`src/rtl/seq_alu_md.sv`:
```
// seq_alu_md: RV32 execute-stage ALU, single-cycle base ops plus iterative RV32M mul/div.
// Optional macro FAST_MUL_EN: all MUL* ops use a single-cycle multiplier (latency 1).
module seq_alu_md #(
    parameter int N     = 32,
    parameter int CNT_W = $clog2(N + 1)
) (
    input  logic         clk,
    input  logic         rst,
    input  logic         flush,
    input  logic         in_valid,
    output logic         in_ready,
    input  logic [N-1:0] A,
    input  logic [N-1:0] B,
    input  logic [4:0]   sel,
    output logic         out_valid,
    output logic [N-1:0] result,
    output logic         zero_flag,
    output logic         sign_flag,
    output logic         carry_flag,
    output logic         overflow_flag
);
    localparam int SH_W = $clog2(N);

    localparam logic [4:0] OP_AND  = 5'b00000;
    localparam logic [4:0] OP_OR   = 5'b00001;
    localparam logic [4:0] OP_ADD  = 5'b00010;
    localparam logic [4:0] OP_XOR  = 5'b00100;
    localparam logic [4:0] OP_SUB  = 5'b00110;
    localparam logic [4:0] OP_SLL  = 5'b00111;
    localparam logic [4:0] OP_SRL  = 5'b01000;
    localparam logic [4:0] OP_SRA  = 5'b01001;
    localparam logic [4:0] OP_SLT  = 5'b01010;
    localparam logic [4:0] OP_SLTU = 5'b01011;

    typedef enum logic [1:0] {S_IDLE = 2'd0, S_MUL = 2'd1, S_DIV = 2'd2} state_t;

    state_t             state_q, state_d;
    logic [CNT_W-1:0]   cnt_q, cnt_d;
    logic [N-1:0]       result_q, result_d;
    logic               zero_q, zero_d, sign_q, sign_d, carry_q, carry_d, ovf_q, ovf_d;
    logic               out_valid_q, out_valid_d;

    logic [2*N-1:0]     mcand_q, mcand_d, prod_q, prod_d;
    logic [N-1:0]       mplier_q, mplier_d, rem_q, rem_d, quo_q, quo_d, divisor_q, divisor_d;
    logic [1:0]         op_q, op_d;
    logic               neg_q, neg_d, rneg_q, rneg_d;

    logic [N:0]         add_sum;
    logic [N-1:0]       b_eff, base_res;
    logic               is_sub, add_ovf, base_c, base_v;
    logic [SH_W-1:0]    shamt;
    logic               sa, sb, a_neg, b_neg;
    logic [N-1:0]       a_mag, b_mag;
    logic [2*N-1:0]     mul_acc, mul_fin;
    logic [N:0]         div_rs, div_trial;
    logic               div_ge;
    logic [N-1:0]       rem_nxt, quo_nxt;
    logic               done, done_c, done_v;
    logic [N-1:0]       done_res;
`ifdef FAST_MUL_EN
    logic [2*N-1:0]     fast_p;
`endif

    function automatic logic [N-1:0] neg_if(input logic [N-1:0] v, input logic en);
        return en ? (~v + {{(N-1){1'b0}}, 1'b1}) : v;
    endfunction

    function automatic logic [2*N-1:0] neg_if2(input logic [2*N-1:0] v, input logic en);
        return en ? (~v + {{(2*N-1){1'b0}}, 1'b1}) : v;
    endfunction

    // Single-cycle base ALU; SUB reuses the adder with an inverted operand and carry-in.
    always_comb begin
        is_sub  = (sel == OP_SUB);
        b_eff   = is_sub ? ~B : B;
        add_sum = {1'b0, A} + {1'b0, b_eff} + {{N{1'b0}}, is_sub};
        add_ovf = (A[N-1] == b_eff[N-1]) & (add_sum[N-1] != A[N-1]);
        shamt   = B[SH_W-1:0];
        base_c  = 1'b0;
        base_v  = 1'b0;
        case (sel)
            OP_AND:  base_res = A & B;
            OP_OR:   base_res = A | B;
            OP_XOR:  base_res = A ^ B;
            OP_ADD, OP_SUB: begin
                base_res = add_sum[N-1:0];
                base_c   = add_sum[N];
                base_v   = add_ovf;
            end
            OP_SLL:  base_res = A << shamt;
            OP_SRL:  base_res = A >> shamt;
            OP_SRA:  base_res = $signed(A) >>> shamt;
            OP_SLT:  base_res = {{(N-1){1'b0}}, ($signed(A) < $signed(B))};
            OP_SLTU: base_res = {{(N-1){1'b0}}, (A < B)};
            default: base_res = '0;
        endcase
    end

    // Operand signedness: div ops signed when sel[0]=0; MULHSU signs A only, MULHU neither.
    always_comb begin
        sa    = sel[2] ? ~sel[0] : ~(sel[1] & sel[0]);
        sb    = sel[2] ? ~sel[0] : ~sel[1];
        a_neg = sa & A[N-1];
        b_neg = sb & B[N-1];
        a_mag = neg_if(A, a_neg);
        b_mag = neg_if(B, b_neg);
    end

    // One shift-add step and one restoring-division step per MUL/DIV cycle.
    always_comb begin
        mul_acc   = prod_q + (mplier_q[0] ? mcand_q : {(2*N){1'b0}});
        mul_fin   = neg_if2(mul_acc, neg_q);
        div_rs    = {rem_q, quo_q[N-1]};
        div_trial = div_rs - {1'b0, divisor_q};
        div_ge    = (div_rs >= {1'b0, divisor_q});
        rem_nxt   = div_ge ? div_trial[N-1:0] : div_rs[N-1:0];
        quo_nxt   = {quo_q[N-2:0], div_ge};
    end

    always_comb begin
        state_d     = state_q;
        cnt_d       = cnt_q;
        result_d    = result_q;
        zero_d      = zero_q;
        sign_d      = sign_q;
        carry_d     = carry_q;
        ovf_d       = ovf_q;
        out_valid_d = 1'b0;
        mcand_d     = mcand_q;
        prod_d      = prod_q;
        mplier_d    = mplier_q;
        rem_d       = rem_q;
        quo_d       = quo_q;
        divisor_d   = divisor_q;
        op_d        = op_q;
        neg_d       = neg_q;
        rneg_d      = rneg_q;
        done        = 1'b0;
        done_res    = '0;
        done_c      = 1'b0;
        done_v      = 1'b0;
`ifdef FAST_MUL_EN
        fast_p      = '0;
`endif
        case (state_q)
            S_IDLE: begin
                if (in_valid) begin
                    if (sel[4:3] == 2'b10) begin
                        if (!sel[2]) begin
`ifdef FAST_MUL_EN
                            fast_p   = neg_if2({{N{1'b0}}, a_mag} * {{N{1'b0}}, b_mag},
                                               a_neg ^ b_neg);
                            done     = 1'b1;
                            done_res = (sel[1:0] == 2'b00) ? fast_p[N-1:0] : fast_p[2*N-1:N];
`else
                            mcand_d  = {{N{1'b0}}, a_mag};
                            mplier_d = b_mag;
                            prod_d   = '0;
                            neg_d    = a_neg ^ b_neg;
                            op_d     = sel[1:0];
                            cnt_d    = '0;
                            state_d  = S_MUL;
`endif
                        end else if (B == '0) begin
                            done     = 1'b1;
                            done_res = sel[1] ? A : '1;
                        end else if (sa && (A == {1'b1, {(N-1){1'b0}}}) && (B == '1)) begin
                            done     = 1'b1;
                            done_res = sel[1] ? '0 : A;
                        end else begin
                            quo_d     = a_mag;
                            rem_d     = '0;
                            divisor_d = b_mag;
                            neg_d     = a_neg ^ b_neg;
                            rneg_d    = a_neg;
                            op_d      = sel[1:0];
                            cnt_d     = '0;
                            state_d   = S_DIV;
                        end
                    end else begin
                        done     = 1'b1;
                        done_res = base_res;
                        done_c   = base_c;
                        done_v   = base_v;
                    end
                end
            end
            S_MUL: begin
                prod_d   = mul_acc;
                mcand_d  = mcand_q << 1;
                mplier_d = mplier_q >> 1;
                cnt_d    = cnt_q + 1'b1;
                if (cnt_q == CNT_W'(N - 1)) begin
                    done     = 1'b1;
                    done_res = (op_q == 2'b00) ? mul_fin[N-1:0] : mul_fin[2*N-1:N];
                    cnt_d    = '0;
                    state_d  = S_IDLE;
                end
            end
            S_DIV: begin
                rem_d = rem_nxt;
                quo_d = quo_nxt;
                cnt_d = cnt_q + 1'b1;
                if (cnt_q == CNT_W'(N - 1)) begin
                    done     = 1'b1;
                    done_res = op_q[1] ? neg_if(rem_nxt, rneg_q) : neg_if(quo_nxt, neg_q);
                    cnt_d    = '0;
                    state_d  = S_IDLE;
                end
            end
            default: state_d = S_IDLE;
        endcase
        if (done) begin
            result_d    = done_res;
            zero_d      = (done_res == '0);
            sign_d      = done_res[N-1];
            carry_d     = done_c;
            ovf_d       = done_v;
            out_valid_d = 1'b1;
        end
        // Flush drops any completion, including one from a same-cycle accept.
        if (flush) begin
            state_d     = S_IDLE;
            cnt_d       = '0;
            out_valid_d = 1'b0;
            result_d    = result_q;
            zero_d      = zero_q;
            sign_d      = sign_q;
            carry_d     = carry_q;
            ovf_d       = ovf_q;
        end
    end

    always_ff @(posedge clk) begin
        if (rst) begin
            state_q     <= S_IDLE;
            cnt_q       <= '0;
            result_q    <= '0;
            zero_q      <= 1'b0;
            sign_q      <= 1'b0;
            carry_q     <= 1'b0;
            ovf_q       <= 1'b0;
            out_valid_q <= 1'b0;
        end else begin
            state_q     <= state_d;
            cnt_q       <= cnt_d;
            result_q    <= result_d;
            zero_q      <= zero_d;
            sign_q      <= sign_d;
            carry_q     <= carry_d;
            ovf_q       <= ovf_d;
            out_valid_q <= out_valid_d;
        end
    end

    // Iteration datapath carries no reset; it is always reloaded on accept.
    always_ff @(posedge clk) begin
        mcand_q   <= mcand_d;
        prod_q    <= prod_d;
        mplier_q  <= mplier_d;
        rem_q     <= rem_d;
        quo_q     <= quo_d;
        divisor_q <= divisor_d;
        op_q      <= op_d;
        neg_q     <= neg_d;
        rneg_q    <= rneg_d;
    end

    assign in_ready      = (state_q == S_IDLE);
    assign out_valid     = out_valid_q;
    assign result        = result_q;
    assign zero_flag     = zero_q;
    assign sign_flag     = sign_q;
    assign carry_flag    = carry_q;
    assign overflow_flag = ovf_q;

endmodule
```
`config.mk`:
```
export PLATFORM = sky130hd
export DESIGN_NAME = seq_alu_md
export DESIGN_NICKNAME = d
export VERILOG_FILES = /design/src/rtl/seq_alu_md.sv
export SDC_FILE = /design/constraint.sdc
export NUM_CORES = 2
export LEC_CHECK = 0
export BUFFER_PORTS_ARGS = -buffer_cell sky130_fd_sc_hd__buf_2
export CAP_MARGIN = 20
export CORE_AREA = 2 2 301 303
export DETAILED_ROUTE_END_ITERATION = 16
export DIE_AREA = 0 0 303 305
export GPL_ROUTABILITY_DRIVEN = 0
export PLACE_DENSITY = 0.55
export SKIP_CTS_REPAIR_TIMING = 1
export SLEW_MARGIN = 20
export SYNTH_ARGS = -nofsm -noshare
export SYNTH_HDL_FRONTEND = slang
export SYNTH_SLANG_ARGS = --single-unit
```
`constraint.sdc`:
```
create_clock -name clk -period 14.5 [get_ports clk]
set_input_delay 0.725 -clock clk [delete_from_list [all_inputs] [get_ports clk]]
set_output_delay 0.725 -clock clk [all_outputs]
set_load 0.02 [all_outputs]
```
# --- Word-level counts from Yosys, hierarchy flattened ---
# Index checks and enable logic that the tools add are counted.
# Widths: inputs -> output; s select.
totals:
  input_bits: 73
  reg_bits: 305
  wordCells: 183
op_classes:
  shifts: 3
  magnitude_cmp: 3
  bitwise_logic: 19
  n_reduce_logical: 20
  n_eq_ne: 28
  n_mux: 83
  n_addsub: 10
ops:
  columns: ["cell", "count"]
  rows:
  - ["$mux 32", 30]
  - ["$mux 64", 8]
  - ["$pmux 32 s9", 1]
  - ["$pmux 64 s2", 2]
  - ["$pmux 32 s2", 3]
  - ["$add 32x1->32 const B", 4]
  - ["$not 32->32", 4]
  - ["$pmux 32 s3", 1]
  - ["$add 64x1->64 const B", 1]
  - ["$add 64x64->64", 1]
  - ["$eq 32x32->1 const B", 2]
  - ["$logic_not 32->1", 2]
  - ["$lt 32x32->1", 2]
  - ["$not 64->64", 1]
  - ["$mux 6", 6]
  - ["$add 32x32->33", 1]
  - ["$add 33x1->33", 1]
  - ["$ge 33x32->1", 1]
  - ["$and 32x32->32", 1]
  - ["$or 32x32->32", 1]
  - ["$shl 32x5->32", 1]
  - ["$shr 32x5->32", 1]
  - ["$sshr 32x5->32", 1]
  - ["$sub 32x32->32", 1]
  - ["other kinds (31)", 89]

# --- Logic depth before layout (Yosys ltp) ---
logic_depth:
  ltp_word: 12
  depth_mapped: 28

# --- Worst setup path after synthesis ---
# OpenSTA, ideal clock, no wires.
synth_timing:
  path_type: "input to register"
  from: "in B[1]"
  to: "reg quo_q[0] (enable)"
  setup_slack_ps: 7387
  setup_ps: 420
  t_arrival_ps: 6693
  stages: 12
  required_ps: 14080
  path_buffers: 4
  path_cell_list: "buf_1 -> clkbuf_1 -> buf_2 -> buf_1 -> inv_1 -> ha_1 -> or4b_1 -> nor3_1 -> nand4_1 -> o22ai_1 -> nor3_1 -> a21o_1"
synth_between:
  elab_chain_cells: 4
  elab_cells_between_ends: 6
  classes_between: "3 x eq/ne; 3 x reduce/logical"
synth_lines:
  columns: ["item", "line_no", "rtl"]
  rows:
  - ["start, declared", "13", "input logic [N-1:0] B,"]
  - ["$eq 32x32->1", "167", "end else if (sa && (A == {1'b1, {(N-1){1'b0}}}) && (B == '1)) begin"]
  - ["$logic_and 1x1->1", "167", null]
  - ["$ne 2x2->1 (no source line)", null, null]
  - ["$reduce_and 6->1 (no source line) (*)", null, null]
  - ["end signal, assigned", "262", "quo_q <= quo_d;"]
  - ["end, declared", "44", "logic [N-1:0] mplier_q, mplier_d, rem_q, rem_d, quo_q, quo_d, divisor_q, divisor_d;"]
# Every way passes the cells marked *; elsewhere a longest branch is shown, timed or not.
# A chain may end at the register's enable or synchronous reset.

# --- Worst setup path in the final report ---
layout_timing:
  from: "reg rem_q[13]"
  to: "reg zero_q, in the netlist zero_flag"
layout_between:
  elab_chain_cells: 9
  elab_cells_between_ends: 13
  classes_between: "3 x add/sub; 1 x order compare; 6 x mux; 2 x bitwise; 1 x reduce/logical"
layout_lines:
  columns: ["item", "line_no", "rtl"]
  rows:
  - ["start, declared", "44", null]
  - ["start signal, assigned", "261", "rem_q <= rem_d;"]
  - ["$sub 32x32->32 / $ge 33x32->1 (equally long branches)", "114, 115", null]
  - ["$mux 32", "116", "rem_nxt = div_ge ? div_trial[N-1:0] : div_rs[N-1:0];"]
  - ["$not 32->32", "65", "return en ? (~v + {{(N-1){1'b0}}, 1'b1}) : v;"]
  - ["$add 32x1->32", "65", null]
  - ["$mux 32", "65", null]
  - ["$mux 32 (*)", "206", "done_res = op_q[1] ? neg_if(rem_nxt, rneg_q) : neg_if(quo_nxt, neg_q);"]
  - ["$mux 32 (*)", "204", "if (cnt_q == CNT_W'(N - 1)) begin"]
  - ["$pmux 32 s3 (*)", "145", "case (state_q)"]
  - ["$logic_not 32->1 (*)", "215", "zero_d = (done_res == '0);"]
  - ["end signal, assigned", "248", "zero_q <= zero_d;"]
  - ["end, declared", "40", "logic zero_q, zero_d, sign_q, sign_d, carry_q, carry_d, ovf_q, ovf_d;"]
# Marks and branches as above.

==> Implementation_results.wiki <==
{| class="wikitable"
! Metric !! Value
|-
| Outcome || complete, no violations
|-
| Instance area at placement || 0.03504 mm^2
|-
| Initial cell density of the core || 37.54%
|-
| IR Drop Worst-Case VDD || 0.00006720 V
|-
| Design Area, Final || 0.03634 mm^2
|-
| #FFs+latches synth || 304
|-
| Crit Path Category || flop to flop
|-
| Max-cap check violation count || 0
|-
| Global-route wire length before repair || 217,700 um
|-
| Number of stages on the worst hold path || 2
|-
| Post-Route M1 WL || 58,310 um
|-
| Via count of the routed design || 33.79k
|-
| Final count of negative-setup-slack endpoints || 0
|-
| Largest clock skew in the final design || 0.03365 ns
|-
| Clk_lat worst skew || 0.60 ns
|-
| Router iterations before antenna repair || 8
|-
| RSZ-0062 raised after global routing || false
|-
| Syn avg cell area || 8.230 um^2
|-
| Clk pin slew, worst setup/hold paths || 0.06 ns
|-
| Standby leakage power || 0.01365 uW
|-
| DR WL met3 || 14,760 um
|-
| Global-route usage over all layers || 31.54%
|-
| Startpoint Class || flop
|-
| Drt first-iter violations || 4,549
|-
| Count of pins over their slew limit || 0
|-
| Top flip-flop cell by instance count after synthesis || sky130_fd_sc_hd__edfxtp_1
|-
| Clock net sink count || 304
|-
| Minimum clock period after layout || 7.267 ns
|-
| Startpoint of the lowest-slack register-to-register path || rem_q[13]
|-
| Number of synthesized flops with an enable pin || 260
|-
| Syn. warnings || 0
|-
| Endpoint kind of the worst setup timing path || flop
|-
| Vias in the first global route || 31.93k
|-
| Maximum level of the CTS H-tree || 2
|-
| Core Footprint || 0.08932 mm^2
|-
| Number of distinct standard cells referenced by the synthesized netlist || 121
|-
| Height of the chip || 305 um
|-
| Signal arrival time at the worst endpoint || 7.76 ns
|-
| Share of post-route cells with drive strength above 1 || 11.32%
|-
| Pwr dens || 74.80 mW/mm^2
|-
| Worst Hold Launch || flush
|-
| Critical path fanouts, max || 57
|-
| Gate Count Post-Synth || 4,074
|-
| Number of antenna violations at the first check in global routing || 7
|-
| Required time at the worst-slack endpoint || 14.99 ns
|-
| Final wirelength || 148,800 um
|-
| Slew of the pin with the lowest slew margin || 1.268 ns
|-
| Number of nets in the layout || 4,336
|-
| TritonCTS clock tree || built
|-
| Per-cell routed wire length || 28.42 um
|-
| Hold EP || state_q[0]
|-
| Site row count || 110
|-
| Number of nets still failing antenna checks after routing || 0
|-
| Die width || 303 um
|-
| Clock root buffer || sky130_fd_sc_hd__clkbuf_16
|-
| Routed length on met2 || 62,270 um
|-
| Overflow left after global routing || 0
|-
| DIE AREA || 0.09242 mm^2
|-
| Register area share after synthesis || 25.91%
|-
| Number of hold-slack violations in the final timing report || 0
|-
| Number of vias per cell || 6.455
|-
| Cell area after technology mapping || 0.03353 mm^2
|-
| Number of top-level design ports || 111
|-
| FFs w/ async S/R, synth || 0%
|-
| Highest metal layer with signal wires || met5
|-
| Share of the clock period used by the worst path after layout || 50.12%
|-
| Design Power || 2718 uW
|-
| Port bufs || 110
|-
| Half-perimeter wire length after detailed placement || 113,500 um
|-
| Number of buffers added by the clock tree synthesis step || 41
|-
| Synthesized netlist net count || 4,384
|-
| Pin count of the biggest net entering global routing || 77
|-
| Highest attainable clock frequency || 0.1376 GHz
|-
| Leading cell types in the layout, fill and taps excluded || sky130_fd_sc_hd__nor2_1 (423), sky130_fd_sc_hd__nand2_1 (324), sky130_fd_sc_hd__a21oi_1 (284), sky130_fd_sc_hd__edfxtp_1 (260), sky130_fd_sc_hd__o21ai_0 (254)
|-
| Synth-to-layout area growth || 8.374%
|-
| Final routed DRC violation total || 0
|-
| Logic depth of the worst register-to-register path || 22
|-
| Commonest non-fill, non-tap cell in the layout || sky130_fd_sc_hd__nor2_1
|-
| Terminus of the critical flop-to-flop path || zero_flag
|-
| Max-Slew Margin vs Limit || 14.83%
|-
| Class of the worst hold path || input pin to flop
|-
| Setup total negative slack || 0 ns
|-
| Reg-to-reg slack, setup || 7.23 ns
|-
| Maximum number of buffers from clock root to sink || 3
|}
[flip-flops by register name, summed over array words and instances, names as in the netlist]
name,flops
overflow_flag,1
carry_flag,1
state_q,2
result,32
op_q,2
divisor_q,32
mplier_q,32
rneg_q,1
zero_flag,1
prod_q,64
neg_q,1
out_valid,1
mcand_q,64
rem_q,32
cnt_q,6
quo_q,32
[per-stage QoR]
stage | cells | hold slack, ns | setup WS (ns) | utilization (%)
finish | 5234 | 0.4264 | 7.233 | 40.68
global route | 5231 | 0.4226 | 6.789 | 40.67
CTS | 5228 | 0.4049 | 7.314 | 40.65
detailed placement | 5157 | 0.4487 | 7.295 | 39.23
global placement | 5157 | 0.4428 | 7.376 | 39.23
floorplan | 4074 | 0.4946 | 7.387 | -
[cell type report]
type	count	area, um^2
diodes	4	10.01
clock buffers	56	1145
clock inverters	15	118.9
fillers	9175	52990
inverters	161	606.8
multi-input cells	3344	23260
flip-flops and latches	304	8688
well taps	1176	1471
repair buffers	174	1033
[worst max-delay path by stage]
stage                           end       from
after floorplan            quo_q[0]       B[1]
after global placement    zero_flag     sel[0]
after detailed placement  zero_flag     sel[0]
after CTS                 zero_flag  rem_q[13]
after global routing      zero_flag  rem_q[13]
final                     zero_flag  rem_q[13]
[power by group]
part,switching (uW),internal [uW],leakage (uW)
logic,489,241,0.0103
registers,13.0,975,0.00276
clock network,430,570,0.000613
[worst max-delay path: stages, from the launching register on]
cell and delay (ns):
sky130_fd_sc_hd__edfxtp_1 0.43, sky130_fd_sc_hd__ha_1 0.41, sky130_fd_sc_hd__a21oi_1 0.27, sky130_fd_sc_hd__o21ai_0 0.21
sky130_fd_sc_hd__a2111oi_0 0.59, sky130_fd_sc_hd__o211ai_1 0.25, sky130_fd_sc_hd__or2_2 0.34, sky130_fd_sc_hd__buf_4 0.33
sky130_fd_sc_hd__inv_1 0.17, sky130_fd_sc_hd__buf_4 0.49, sky130_fd_sc_hd__ha_1 0.29, sky130_fd_sc_hd__nor2b_1 0.21
sky130_fd_sc_hd__nand2_1 0.25, sky130_fd_sc_hd__o21ai_0 0.27, sky130_fd_sc_hd__xnor2_1 0.13, sky130_fd_sc_hd__a221o_1 0.29
sky130_fd_sc_hd__a2111oi_0 0.41, sky130_fd_sc_hd__o211ai_1 0.15, sky130_fd_sc_hd__nor3_1 0.59, sky130_fd_sc_hd__nand3_1 0.27
sky130_fd_sc_hd__nor4_1 0.33, sky130_fd_sc_hd__nand4_1 0.16, sky130_fd_sc_hd__o41ai_2 0.29
[cells in the mapped netlist (all sizes together) (20+ instances only)]
cell | n | area share, %
o41ai | 25 | 0.68
a31oi | 49 | 0.91
o21bai | 20 | 0.45
nand3 | 78 | 1.2
mux4 | 41 | 2.8
nand2b | 38 | 0.71
and3 | 30 | 0.56
a211oi | 76 | 1.8
or3 | 39 | 0.74
nor2 | 423 | 4.7
dfxtp | 44 | 2.6
or2 | 20 | 0.37
o22ai | 23 | 0.43
mux2 | 109 | 3.7
ha | 234 | 8.7
a21o | 49 | 1.1
nand4 | 77 | 1.5
o21ai | 267 | 4.0
nor4 | 53 | 1.1
nand2 | 325 | 3.6
or4 | 22 | 0.51
edfxtp | 260 | 23
buf | 58 | 0.80
xor2 | 91 | 2.4
o31ai | 49 | 1.1
clkbuf | 207 | 2.3
and2 | 156 | 2.9
mux2i | 82 | 2.4
inv | 159 | 1.8
a21oi | 286 | 4.3
nor3 | 130 | 2.0
a221oi | 32 | 0.84
o211ai | 51 | 1.1
o21a | 22 | 0.49
xnor2 | 181 | 4.8
[cells by family after synthesis]
| kind of cell | Yosys count | synth area share, % |
|---|---|---|
| xor gates and xnor gates | 272 | 7.150 |
| buffers and inverters | 426 | 4.922 |
| and+or+nand+nor | 1467 | 21.90 |
| AOI/OAI and AO/OA | 1136 | 22.34 |
| muxes | 232 | 8.863 |
| DFF | 304 | 25.91 |
| adders and majority gates | 237 | 8.911 |
[per-layer routing]
layer,up-vias,global-route usage [%]
met5,-,0
met4,6,22.84
met3,585,7.635
met2,2067,46.68
met1,16040,39.79
li1,15090,-
(Power assumes the default switching activity.)
